`src/rtl/reg_file_param.sv`:
```
// Parameterised register file with two combinational read ports, one write port,
// a per-register pending (scoreboard) bit and a sequential clear engine.
//
// Ports:
//   clk                  - clock, all state changes on the rising edge
//   reset                - asynchronous active-low reset
//   wr_en/wr_addr/wr_data - write port (honoured only while idle)
//   rd_addr_a/b          - read addresses
//   rd_data_a/b          - read data, zero latency, optional write forwarding
//   rsv_en/rsv_addr      - reserve strobe, sets the pending bit of rsv_addr
//   busy_a/b             - pending bit of rd_addr_a / rd_addr_b
//   clr_start            - start a clear of every register, one per cycle
//   clr_busy             - high while the clear sequence runs
module reg_file_param #(
    parameter int unsigned WIDTH   = 16,
    parameter int unsigned AW      = 4,
    parameter bit          ZERO_R0 = 1'b0,
    parameter bit          BYPASS  = 1'b1
) (
    input  logic             clk,
    input  logic             reset,
    input  logic             wr_en,
    input  logic [AW-1:0]    wr_addr,
    input  logic [WIDTH-1:0] wr_data,
    input  logic [AW-1:0]    rd_addr_a,
    input  logic [AW-1:0]    rd_addr_b,
    output logic [WIDTH-1:0] rd_data_a,
    output logic [WIDTH-1:0] rd_data_b,
    input  logic             rsv_en,
    input  logic [AW-1:0]    rsv_addr,
    output logic             busy_a,
    output logic             busy_b,
    input  logic             clr_start,
    output logic             clr_busy
);

    localparam int unsigned DEPTH = 2 ** AW;

    typedef enum logic [0:0] {StIdle, StClear} state_e;

    state_e           state_q;
    logic [AW-1:0]    cnt_q;
    logic             clr_busy_q;
    logic [WIDTH-1:0] regs_q [DEPTH];
    logic [DEPTH-1:0] pending_q;

    logic idle;
    logic do_wr;
    logic wr_ok;
    logic rsv_ok;
    logic fwd;

    assign idle   = (state_q == StIdle);
    assign do_wr  = wr_en && idle;
    // Register 0 is hard-wired to zero when ZERO_R0 is set, so it never stores or reserves.
    assign wr_ok  = do_wr && !(ZERO_R0 && (wr_addr == '0));
    assign rsv_ok = rsv_en && idle && !(ZERO_R0 && (rsv_addr == '0));
    // A write held off by reset never lands, so it is not forwarded either.
    assign fwd    = BYPASS && do_wr && reset;

    always_comb begin
        rd_data_a = regs_q[rd_addr_a];
        if (fwd && (wr_addr == rd_addr_a)) begin
            rd_data_a = wr_data;
        end
        if (ZERO_R0 && (rd_addr_a == '0)) begin
            rd_data_a = '0;
        end
    end

    always_comb begin
        rd_data_b = regs_q[rd_addr_b];
        if (fwd && (wr_addr == rd_addr_b)) begin
            rd_data_b = wr_data;
        end
        if (ZERO_R0 && (rd_addr_b == '0)) begin
            rd_data_b = '0;
        end
    end

    // Pending bits are never forwarded from a same-cycle write.
    assign busy_a   = pending_q[rd_addr_a];
    assign busy_b   = pending_q[rd_addr_b];
    assign clr_busy = clr_busy_q;

    // Storage and pending bits.
    always_ff @(posedge clk or negedge reset) begin
        if (!reset) begin
            for (int i = 0; i < DEPTH; i++) begin
                regs_q[i] <= '0;
            end
            pending_q <= '0;
        end else if (state_q == StClear) begin
            regs_q[cnt_q]    <= '0;
            pending_q[cnt_q] <= 1'b0;
        end else begin
            if (wr_ok) begin
                regs_q[wr_addr] <= wr_data;
            end
            if (do_wr) begin
                pending_q[wr_addr] <= 1'b0;
            end
            // Placed after the write clear so a same-address reserve wins.
            if (rsv_ok) begin
                pending_q[rsv_addr] <= 1'b1;
            end
        end
    end

    // Clear sequencer with registered busy flag.
    always_ff @(posedge clk or negedge reset) begin
        if (!reset) begin
            state_q    <= StIdle;
            cnt_q      <= '0;
            clr_busy_q <= 1'b0;
        end else begin
            unique case (state_q)
                StIdle: begin
                    if (clr_start) begin
                        state_q    <= StClear;
                        cnt_q      <= '0;
                        clr_busy_q <= 1'b1;
                    end
                end
                StClear: begin
                    // Wraps back to 0 after the last register, leaving it ready for next time.
                    cnt_q <= cnt_q + AW'(1);
                    if (cnt_q == {AW{1'b1}}) begin
                        state_q    <= StIdle;
                        clr_busy_q <= 1'b0;
                    end
                end
                default: begin
                    state_q    <= StIdle;
                    clr_busy_q <= 1'b0;
                end
            endcase
        end
    end

endmodule

```
`config.mk`:
```
export PLATFORM = sky130hd
export DESIGN_NAME = reg_file_param
export DESIGN_NICKNAME = d
export VERILOG_FILES = /design/src/rtl/reg_file_param.sv
export SDC_FILE = /design/constraint.sdc
export NUM_CORES = 1
export LEC_CHECK = 0
export CAP_MARGIN = 10
export CORE_MARGIN = 1
export CORE_UTILIZATION = 51
export DETAILED_ROUTE_END_ITERATION = 8
export HOLD_SLACK_MARGIN = 0.03
export PLACE_DENSITY_LB_ADDON = 0.15
export SKIP_LAST_GASP = 1
export SYNTH_ARGS = -nofsm -noshare
export SYNTH_HDL_FRONTEND = slang
export SYNTH_SLANG_ARGS = --single-unit
```
`constraint.sdc`:
```
create_clock -name clk -period 2.4 [get_ports clk]
set_input_delay 0.24 -clock clk [delete_from_list [all_inputs] [get_ports clk]]
set_output_delay 0.24 -clock clk [all_outputs]
set_load 0.05 [all_outputs]
```
==> run metrics <==
Root Driver=clkbuf_16; DRC viols=0; largest net degree at the start of global routing=between 100 and 150; GR Overflow Total=0; Synth Net Count=1174; Syn Area/Cell=13.6 um^2; placed cell count=around 1600; Post-DRT Antenna Nets=0; first-pass GRT wire length=79.7 mm; Worst Setup Path Type=register to output port; Yosys cell types=45; Placed Area=17800 um^2; routed wl met3=4.52 mm; number of synthesized flops with an enable pin=0; Final Hold Viols=0; Starting Density=51.9%; Max clock buf depth=3; cell area after synthesis=15400 um^2; Ports=72; Slew @ Worst Pin=854 ps; Clk Latency, worst-skew pair=560 ps; leakage=0.00859 uW; RSZ-0062 raised after global routing=yes; final setup margin=-220 ps; Yosys reg bits=278; f_max=0.382 GHz; outcome=complete, but fails checks; Die W=176 um; Tcrit/Tclk final=109%; final wirelength=52.7 mm; Fin Hold WS=approximately 360 ps; htree depth=1; most frequent cell after synthesis=dfrtp_1; Final HPWL DP=33.1 mm; routed length on met2=24.3 mm; Final Critical Period=2620 ps; Yosys Warn Count=0; DR WL/cell=31.7 um; die area=roughly 31000 um^2; power density over the cells=858 nW/um^2; clock skew=13.5 ps; Yosys top cell by area=dfrtp_1; most frequent cells after synthesis=dfrtp_1 (278), a22o_1 (240), mux4_2 (139), mux2i_1 (109), clkbuf_1 (73); clock tree sinks=278; critical path capture point type=output port; port buffer count=just over 70; critical path startpoint category=register; CTS tree=done; main area contributors after synthesis=dfrtp_1 (45%), mux4_2 (20%), a22o_1 (14%); failing checks=negative setup slack; Post-Layout Cell Count=1665; sequential area share after synthesis=45.1%; Synth Instances=1133; Area Growth Syn to Fin=25.4%; # diodes=0; fin nets=around 1300; maximum VDD drop=~0.62 mV; top-area cell type share of the netlist area=45.1%; Max-Cap Viols=0; Worst EP arrival=2380 ps; critical path data required time=roughly 2200 ps; GPL Wtd Cong=0.876; min-delay worst type=primary input to async pin; Worst R2R Setup Slack=around 210 ps; clock buffer count from CTS=30; vias in the first global route=12200; Final setup viols=33; Vias=11800; layout cells sized above 1=36.9%; ys flop type=dfrtp_1; fin area=between 15000 and 20000 um^2; via/cell ratio=7.08; initial DRC count=1280; Final Max Slew Viols=0; met1 wire length=21.5 mm; CTS clk-pin slew, worst paths=60 ps; Top Layer Used=met4; All-Layer GR Usage=35.2%; initial antenna violation count=0; Place WS=-11.4 ps; Die Y=176 um; fraction of registers with async set/reset=100%; crit path max fanout=3; core footprint=about 30000 um^2; relative slew slack=43.1%; router iterations before antenna repair=5; Std-Cell Rows=63
[worst max-delay path: stages, from the launching register on]
cell and delay [ps]:
dfrtp_1 410, mux4_2 470, mux4_2 490, mux2_4 300
buf_12 150
[final timing paths]
check / end / start / cells after the start
worst max-delay path: rd_data_b[14] / regs_q[238]$_DFFE_PN0P_ / 4
worst min-delay path: regs_q[144]$_DFFE_PN0P_ / reset / 3
worst max register to register: regs_q[83]$_DFFE_PN0P_ / state_q$_DFF_PN0_ / 7
worst min register to register: regs_q[150]$_DFFE_PN0P_ / regs_q[150]$_DFFE_PN0P_ / 1
max in group asynchronous: regs_q[72]$_DFFE_PN0P_ / reset / 4
min in group clk: state_q$_DFF_PN0_ / clr_start / 3
[area by class of cell]
type                       instances  area (um^2)
timing repair buffer             226         2610
sequential                       278         6960
clock inverter                    18          263
multi-input combinational        708         8160
tap                              390          488
fill                            2130        10400
clock buffer                      35          821
inverter                          10         37.5
[flip-flops by register name, summed over array words and instances (netlist names)]
signal	cells
clr_busy	1
cnt_q	4
pending_q	16
regs_q	256
state_q	1
[layout by cell type (no fill, tap or decap), drive strengths merged, types with 2 or more instances in the layout]
cell           count
xor2               5
clkinv             9
nor3               6
a2bb2oi            6
buf              195
clkinvlp           3
a22o             240
a31oi             12
xnor2              5
nand2             53
a21oi             10
a22oi              9
o21ai             11
nand4bb            2
nand2b             5
nor2b              5
mux4             139
clkbuf            35
clkdlybuf4s50     30
mux2              32
o22ai             17
nand3              9
nor2              15
bufinv             6
nand4              2
nor4bb             2
mux2i            109
inv               10
dfrtp            278
ha                 4
[power by group]
part           internal [uW]  switching (uW)
clock                   3090            2000
combinational           2550            2790
sequential              5460             701
total                  11100            5490
[cell families (layout without fill, tap and decap cells)]
family | Yosys count | in the layout | share of synthesized area (%)
DFF | 278 | 278 | 45.1
adders and majority gates | 4 | 4 | 0.325
xor gates and xnor gates | 10 | 10 | 0.568
muxes | 280 | 280 | 29.7
buffers and inverters | 147 | 289 | 4.13
and+or+nand+nor | 107 | 107 | 3.68
AOI/OAI and AO/OA | 307 | 307 | 16.5
[metrics by stage]
stage	setup TNS, ps	util (%)	total power (uW)
after CTS	-4380	65.0	16500
after global routing	-6710	65.1	17100
after global placement	0	59.8	11100
after floorplan	0	-	8940
final	-4720	65.1	16600
after detailed placement	-35.7	59.8	11200
[metal layers]
metal  up-vias  track usage [%]
li1       4758                -
met1      6187             49.5
met2       701             54.0
met3       143             6.21
met4         0             15.4
met5         -                0
[timing repair]
| action | 4_1_cts | 5_1_grt |
|---|---|---|
| hold buffers | 1 | 0 |
| setup endpoints to repair | 34 | 34 |
| cloned | 1 | 0 |
| resized for setup | 53 | 7 |
| setup buffers | 29 | 0 |
| endpoints found under the hold margin | 35 | 0 |
No activity file was read; power rests on OpenSTA's default activity.
